`src/rtl/bsg_fmul_iter.sv`:
```
// Iterative IEEE-754 multiplier: radix-2 shift-add significand product,
// round-to-nearest-even, flush-to-zero on subnormal inputs and results.
module bsg_fmul_iter #(
    parameter int exp_p = 8,
    parameter int sig_p = 23
) (
    input  logic                 clk_i,
    input  logic                 reset_i,
    input  logic                 v_i,
    input  logic [exp_p+sig_p:0] a_i,
    input  logic [exp_p+sig_p:0] b_i,
    output logic                 ready_o,
    output logic                 v_o,
    output logic [exp_p+sig_p:0] z_o,
    output logic [3:0]           fflags_o,
    input  logic                 yumi_i
);

    localparam int w  = exp_p + sig_p + 1;
    localparam int m  = sig_p + 1;
    localparam int pw = 2 * m;
    localparam int ew = exp_p + 2;
    localparam int cw = $clog2(m);

    localparam logic [ew-1:0] bias_c = ew'((2 ** (exp_p - 1)) - 1);
    localparam logic [ew-1:0] emax_c = ew'((2 ** exp_p) - 1);
    localparam logic [cw-1:0] last_c = cw'(m - 1);
    localparam logic [w-1:0]  qnan_c =
        {1'b0, {exp_p{1'b1}}, 1'b1, {(sig_p-1){1'b0}}};

    typedef enum logic [1:0] {
        IDLE,
        MUL,
        NORM,
        DONE
    } state_e;

    state_e state_r, state_n;

    logic          sgn_r;
    logic [ew-1:0] exp_r;
    logic [pw-1:0] mcand_r;
    logic [m-1:0]  mplier_r;
    logic [pw-1:0] prod_r;
    logic [cw-1:0] cnt_r;

    // operand field split and class decode
    logic             sa, sb;
    logic [exp_p-1:0] ea, eb;
    logic [sig_p-1:0] fa, fb;
    logic             a_zero, b_zero;
    logic             a_inf, b_inf;
    logic             a_nan, b_nan;
    logic             a_snan, b_snan;
    logic             sgn;
    logic             inv_op;
    logic             any_nan;
    logic             special;

    assign sa = a_i[w-1];
    assign sb = b_i[w-1];
    assign ea = a_i[w-2:sig_p];
    assign eb = b_i[w-2:sig_p];
    assign fa = a_i[sig_p-1:0];
    assign fb = b_i[sig_p-1:0];

    // exp==0 covers subnormals too: they are flushed to signed zero
    assign a_zero = (ea == '0);
    assign b_zero = (eb == '0);
    assign a_inf  = (&ea) & ~(|fa);
    assign b_inf  = (&eb) & ~(|fb);
    assign a_nan  = (&ea) & (|fa);
    assign b_nan  = (&eb) & (|fb);
    assign a_snan = a_nan & ~fa[sig_p-1];
    assign b_snan = b_nan & ~fb[sig_p-1];

    assign sgn     = sa ^ sb;
    assign inv_op  = (a_inf & b_zero) | (b_inf & a_zero);
    assign any_nan = a_nan | b_nan;
    assign special = a_zero | b_zero | a_inf | b_inf | any_nan;

    // result for operands that bypass the multiply loop
    logic [w-1:0] spec_z;
    logic [3:0]   spec_f;

    always_comb begin
        spec_z = {sgn, {(w-1){1'b0}}};
        spec_f = 4'b0000;
        if (any_nan | inv_op) begin
            spec_z = qnan_c;
            spec_f = {a_snan | b_snan | inv_op, 3'b000};
        end else if (a_inf | b_inf) begin
            spec_z = {sgn, {exp_p{1'b1}}, {sig_p{1'b0}}};
        end
    end

    logic [ew-1:0] exp_sum;

    assign exp_sum = ew'(ea) + ew'(eb) - bias_c;

    // normalise, round and range-check the finished product
    logic             hi;
    logic [m-1:0]     mant;
    logic             guard;
    logic             sticky;
    logic             rnd_up;
    logic [m:0]       mant_rnd;
    logic             carry;
    logic [sig_p-1:0] frac_n;
    logic [ew-1:0]    exp_n;
    logic             ovf;
    logic             unf;
    logic [w-1:0]     norm_z;
    logic [3:0]       norm_f;

    assign hi     = prod_r[pw-1];
    assign mant   = hi ? prod_r[pw-1 -: m] : prod_r[pw-2 -: m];
    assign guard  = hi ? prod_r[sig_p] : prod_r[sig_p-1];
    assign sticky = (|prod_r[sig_p-2:0]) | (hi & prod_r[sig_p-1]);
    assign rnd_up = guard & (sticky | mant[0]);

    assign mant_rnd = {1'b0, mant} + {{m{1'b0}}, rnd_up};
    assign carry    = mant_rnd[m];
    assign frac_n   = carry ? mant_rnd[sig_p:1] : mant_rnd[sig_p-1:0];
    assign exp_n    = exp_r + ew'(hi) + ew'(carry);

    assign ovf = $signed(exp_n) >= $signed(emax_c);
    assign unf = $signed(exp_n) <= $signed({ew{1'b0}});

    always_comb begin
        norm_z = {sgn_r, exp_n[exp_p-1:0], frac_n};
        norm_f = {3'b000, guard | sticky};
        if (ovf) begin
            norm_z = {sgn_r, {exp_p{1'b1}}, {sig_p{1'b0}}};
            norm_f = 4'b0101;
        end else if (unf) begin
            norm_z = {sgn_r, {(w-1){1'b0}}};
            norm_f = 4'b0011;
        end
    end

    // state register
    always_ff @(posedge clk_i or posedge reset_i) begin
        if (reset_i) begin
            state_r <= IDLE;
        end else begin
            state_r <= state_n;
        end
    end

    // next-state: specials skip straight to DONE, normals iterate
    always_comb begin
        state_n = state_r;
        unique case (state_r)
            IDLE: begin
                if (v_i) begin
                    state_n = special ? DONE : MUL;
                end
            end
            MUL: begin
                if (cnt_r == last_c) begin
                    state_n = NORM;
                end
            end
            NORM: begin
                state_n = DONE;
            end
            DONE: begin
                if (yumi_i) begin
                    state_n = IDLE;
                end
            end
            default: begin
                state_n = IDLE;
            end
        endcase
    end

    // operand capture, shift-add iteration and result registers
    always_ff @(posedge clk_i or posedge reset_i) begin
        if (reset_i) begin
            sgn_r    <= 1'b0;
            exp_r    <= '0;
            mcand_r  <= '0;
            mplier_r <= '0;
            prod_r   <= '0;
            cnt_r    <= '0;
            z_o      <= '0;
            fflags_o <= '0;
        end else begin
            unique case (state_r)
                IDLE: begin
                    if (v_i) begin
                        sgn_r <= sgn;
                        if (special) begin
                            z_o      <= spec_z;
                            fflags_o <= spec_f;
                        end else begin
                            exp_r    <= exp_sum;
                            mcand_r  <= {{m{1'b0}}, 1'b1, fa};
                            mplier_r <= {1'b1, fb};
                            prod_r   <= '0;
                            cnt_r    <= '0;
                        end
                    end
                end
                MUL: begin
                    if (mplier_r[0]) begin
                        prod_r <= prod_r + mcand_r;
                    end
                    mcand_r  <= mcand_r << 1;
                    mplier_r <= mplier_r >> 1;
                    cnt_r    <= cnt_r + cw'(1);
                end
                NORM: begin
                    z_o      <= norm_z;
                    fflags_o <= norm_f;
                end
                default: begin
                end
            endcase
        end
    end

    assign ready_o = (state_r == IDLE);
    assign v_o     = (state_r == DONE);

endmodule

```
`config.mk`:
```
export PLATFORM = sky130hd
export DESIGN_NAME = bsg_fmul_iter
export DESIGN_NICKNAME = d
export VERILOG_FILES = /design/src/rtl/bsg_fmul_iter.sv
export SDC_FILE = /design/constraint.sdc
export NUM_CORES = 1
export LEC_CHECK = 0
export BUFFER_PORTS_ARGS = -buffer_cell sky130_fd_sc_hd__buf_2
export CAP_MARGIN = 25
export CORE_MARGIN = 2
export CORE_UTILIZATION = 35
export DETAILED_ROUTE_END_ITERATION = 6
export PLACE_DENSITY = 0.62
export REMOVE_ABC_BUFFERS = 1
export SYNTH_ARGS = -nofsm -noshare
export SYNTH_HDL_FRONTEND = slang
export SYNTH_SLANG_ARGS = --single-unit
```
`constraint.sdc`:
```
create_clock -name clk_i -period 7.9 [get_ports clk_i]
set_input_delay 0.395 -clock clk_i [delete_from_list [all_inputs] [get_ports clk_i]]
set_output_delay 0.395 -clock clk_i [all_outputs]
set_load 0.05 [all_outputs]
```
======== Word level (Yosys, flattened, before mapping) ========
Index checks and enable logic that the tools add are counted.
operators by class
  add/subtract/negate cells ............... 7
  $lt $le $gt $ge ......................... 2
  equality and inequality tests ........... 10
  multiplexer cells ....................... 34
  bitwise gates (word level) .............. 29
  reductions and logical operators ........ 16
operators with widths
  kind                                                             count
  2-to-1 mux 48 bit                                                5
  one-hot mux 48 bit (2 select lines)                              2
  2-to-1 mux 32 bit                                                3
  2-to-1 mux 31 bit                                                3
  2-to-1 mux 24 bit                                                3
  one-hot mux 32 bit (2 select lines)                              1
  adder 48 bit                                                     1
  one-hot mux 24 bit (2 select lines)                              1
  OR reduction 23 bit                                              2
  adder 24 x 1 -> 25 bit                                           1
  2-to-1 mux 23 bit                                                1
  OR reduction 22 bit                                              1
  adder 10 x 1 -> 10 bit                                           2
  logical NOT 8 bit                                                2
  AND reduction 8 bit                                              2
  bitwise OR 1 bit                                                 13
  2-to-1 mux 4 bit                                                 3
  AND reduction 3 bit                                              4
  AND 1 bit                                                        10
  >= comparator 10 x 9 -> 1 bit, second input constant             1
  less-or-equal comparator 10 x 1 -> 1 bit, second input constant  1
  2-to-1 mux 2 bit                                                 5
  2-to-1 mux 5 bit                                                 2
  one-hot mux 5 bit (2 select lines)                               1
  18 further kinds                                                 28
storage, ports and cells
  register bits after elaboration ......... 174
  bits of input ports ..................... 68
  output and inout bits ................... 38
  word-level logic and storage cells ...... 107

======== Longest topological paths before layout ========
  depth in word-level cells ............... 10
  mapped depth ............................ 23
  mapped depth without buffers ............ 17

======== Least setup slack after synthesis ========
OpenSTA, ideal clock, no wires.
  path kind ............................... reg2reg
  from .................................... register prod_r[47]
  to ...................................... register z_o[11]
  arrival time ............................ 4.959 ns
  data required time ...................... 7.779 ns
  slack ................................... 2.820 ns
  cell stages (with the launch flop) ...... 23
  path buffers ............................ 6
  clock period less this slack ............ 5.080 ns
  cells stage by stage .................... dfrtp_1 buf_6 buf_2 buf_1 clkbuf_1 clkbuf_1 nand2_1 a21oi_1 ha_1 nand2_1 a2111o_1 nor4_4 nand3_1 xnor2_1 ha_1 a41o_1 and3_1 o41ai_1 o2111ai_2 o211ai_2 nor2b_2 buf_6 a22o_1
on the way
  longest elaborated chain between the ends .. 10
  elaborated cells on any way between the ends .. 15
ends and longest elaborated chain
  item                                      line  RTL
  start: declaration                        44    logic [pw-1:0] prod_r;
  start signal: assignment                  209   prod_r <= prod_r + mcand_r;
  AND 1 bit                                 119   assign sticky = (|prod_r[sig_p-2:0]) | (hi & prod_r[sig_p-1]);
  bitwise OR 1 bit                          119
  bitwise OR 1 bit                          120   assign rnd_up = guard & (sticky | mant[0]);
  AND 1 bit                                 120
  adder 24 x 1 -> 25 bit                    122   assign mant_rnd = {1'b0, mant} + {{m{1'b0}}, rnd_up};
  adder 10 x 1 -> 10 bit                    125   assign exp_n = exp_r + ew'(hi) + ew'(carry);
  less-or-equal comparator 10 x 1 -> 1 bit  128   assign unf = $signed(exp_n) <= $signed({ew{1'b0}});
  2-to-1 mux 31 bit                         136   end else if (unf) begin
  2-to-1 mux 31 bit *                       133   if (ovf) begin
  one-hot mux 32 bit (2 select lines) *     191   unique case (state_r)
  end signal: assignment                    196   z_o <= spec_z;
  end signal: assignment                    216   z_o <= norm_z;
  end: declaration                          14    output logic [exp_p+sig_p:0] z_o,
Mark *: on every way between the ends. The rest lies on a longest branch, timed or not.
A chain may end at the register's enable or synchronous reset.

======== Worst setup path in the final report ========
  from .................................... register prod_r[47]
  to ...................................... register z_o[9]
The elaborated chain is that of the path after synthesis.

==> metrics.yaml <==
outcome: "finished clean"
core-area_um2: 31600
place_hpwl_um: 20200
critical_path_class: "reg2reg"
drv_slew: 0
fp-row-count: 65
worst-path-stages: 15
cp_top_family: "compound AO/OA/AOI/OAI gates"
finalNetCount: 1497
clockRootBuffer: "clkbuf_16"
use_met1_pct: 24.1
met3_usage_pct: 3.14
drc: 0
num-fill-cells: 3178
via_per_inst: 5.33
grtUsageTotal_pct: 16.7
die_h_um: 183
min_period_ps: 5260
reg2reg_depth: 15
cp.required_ps: 8280
pre_cts_ws_ps: 2700
crit_start: "prod_r[47]"
crit_arrival_ps: 5640
via_count: 9450
hold_path_class: "in2reg"
fin_area_um2: 12800
slowest_stage: "dfrtp_2"
worstPathCellList: "mux2_2, ha_1, nand2_1, a2111o_1, nor4_4, nand3_1, xnor2_1, ha_1, a41o_1, o21ai_0, nor2_1, o21ai_0, o211ai_2, nor2b_2, a22o_1"
grt_pass1_vias: 8889
syn_area_um2: 11300
start_kind: "flip-flop"
clk_pin_slew_worst_paths_ps: 70
dr.first_iter.drc_count: 502
ys_seq_area_share_pct: 38.7
met2_usage_pct: 25.9
total_leakage_power_nw: 5.92
pin_count: 106
initial_core_util_pct: 35.6
area_growth_pct: 13.5
cp_max_fo: 55
firstDrtPassIters: 5
final_layout_size_suffix_gt1_share_pct: 12.5
cts_max_level: 4
ant_nets: 0
slew_headroom_pct: 38.1
yosys-top-cells-area: "dfrtp_1 (39%), ha_1 (7.7%), nand2_1 (7.5%)"
n_antenna_cell: 0
whs_path_depth: 2
synth_top_cell_area_share_pct: 38.7
cts_resized: 0
gr-max-usage-layer: "met2"
rr_startpoint: "prod_r[47]"
grt_start_max_net_pins: 105
cp_num_buf_inv: 0
fin_ws_ps: 2640
p_total_mw: 3.98
synthArstFlopShare_pct: 100
power_density_nw_per_um2: 312
final_util_pct: 40.4
overflow: 0
fp.dieArea_um2: 33600
ir_worst_vdd_uv: 169
synthMostInstantiatedCell: "nand2_1"
antenna_found_initial: 1
setup_violations: 0
synth_warnings: 0
wl_um: 27400
place_area_um2: 12100
cts_buffers: 17
numPortBuffers: 105
worst_setup_path_end_kind: "flip-flop"
die_w_um: 183
synth_seq_cells: 174
min_from: "a_i[0]"
r2r_setup_slack_ps: 2640
syn_area_per_cell_um2: 8.74
clock.fmax_mhz: 190
cts_num_sinks: 174
rsz0062_at_grt: "no"
synth_edf_count: 0
crit_path_max_incr_delay_ps: 960
finClkSkew_ps: 10.8
finalHoldViolCount: 0
fin_setup_tns_ps: 0
ys_types: 70
cts_tree: "done"
worst_pin_slew_ps: 927
clk_latency_ps: 450
yosysTopAreaCell: "dfrtp_1"
wire_per_inst_um: 15.4
finalCritPeriodShare_pct: 66.6
synthCells: 1288
synthFlopType: "dfrtp_1"
synth_common_cells: "nand2_1 (225), dfrtp_1 (174), o21ai_0 (141)"
maxCapViolCount: 0
cts.path.max_buffers: 2
grt_first_pass_wirelength_um: 45700
place.gp.congestion: 0.893
==> stage by stage <==
stage                     hold slack [ps]  instances
final                                 187       1773
after global routing                  173       1773
after CTS                             166       1769
after detailed placement              467       1737
after global placement                459       1737
after floorplan                       450       1224
==> timing repair <==
item | 4_1_cts | 5_1_grt
hold endpoints to repair | 0 | 19
hold buffers | 0 | 1
setup buffers | 0 | 0
==> report_power, final <==
| part | leakage, nW | internal, mW | switching, mW |
|---|---|---|---|
| registers | 2.32 | 1.14 | 0.255 |
| clock network | 0.277 | 0.418 | 0.402 |
| logic | 3.32 | 0.635 | 1.14 |
| total | 5.92 | 2.19 | 1.79 |
==> path summary, 6_finish.rpt <==
kind,endpoint
worst max register to register,z_o[9]
worst min-delay path,mcand_r[0]
max in group asynchronous,prod_r[47]
worst min register to register,fflags_o[2]
worst max-delay path,z_o[9]
min in group asynchronous,mcand_r[5]
==> registers in the layout, summed over array words and instances, names as in the netlist <==
signal    cells
exp_r        10
prod_r       48
fflags_o      4
z_o          32
cnt_r         5
mcand_r      48
sgn_r         1
mplier_r     24
state_r       2
==> worst register-to-register path, delay by kind of cell, from the launching register on <==
| family | cells | cell delay (ps) |
|---|---|---|
| compound gates | 6 | 1940 |
| xor+xnor | 1 | 190 |
| fa+ha+maj | 2 | 390 |
| flops | 1 | 960 |
| mux | 1 | 320 |
| simple gates | 5 | 1380 |
==> cell usage in the layout, fill, tap and decap left out, drive strengths merged, types with 28 or more instances in the layout <==
cell / n
a21o: 28
a21oi: 80
buf: 114
dfrtp: 174
ha: 69
inv: 43
mux2i: 55
nand2: 225
nand3: 50
nor2: 54
o21ai: 143
xnor2: 56
xor2: 36
==> layer usage <==
metal / part of all wire (%) / vias up
met5: 0 / -
met4: 0.95 / 0
met3: 4.4 / 19
met2: 45 / 201
met1: 49 / 4477
li1: - / 4753
==> kinds of logic after synthesis <==
| kind of cell | Yosys count | share of synthesized area, % |
|---|---|---|
| flops | 174 | 38.7 |
| fa+ha+maj | 71 | 8.03 |
| buf+inv | 98 | 3.45 |
| simple gates | 452 | 18.9 |
| compound gates | 343 | 18.6 |
| xor+xnor | 92 | 7.16 |
| mux | 58 | 5.19 |
==> cell type report <==
type                            count  area (µm²)  area share (%)
Tap cell                          402         503            3.94
Inverter                           34         133            1.04
Timing Repair Buffer              115         656            5.13
Clock inverter                     15         140            1.10
Clock buffer                       17         425            3.33
Multi-Input combinational cell   1016        6560            51.4
Sequential cell                   174        4360            34.1
Note: power is estimated with default switching activity, not from simulation.
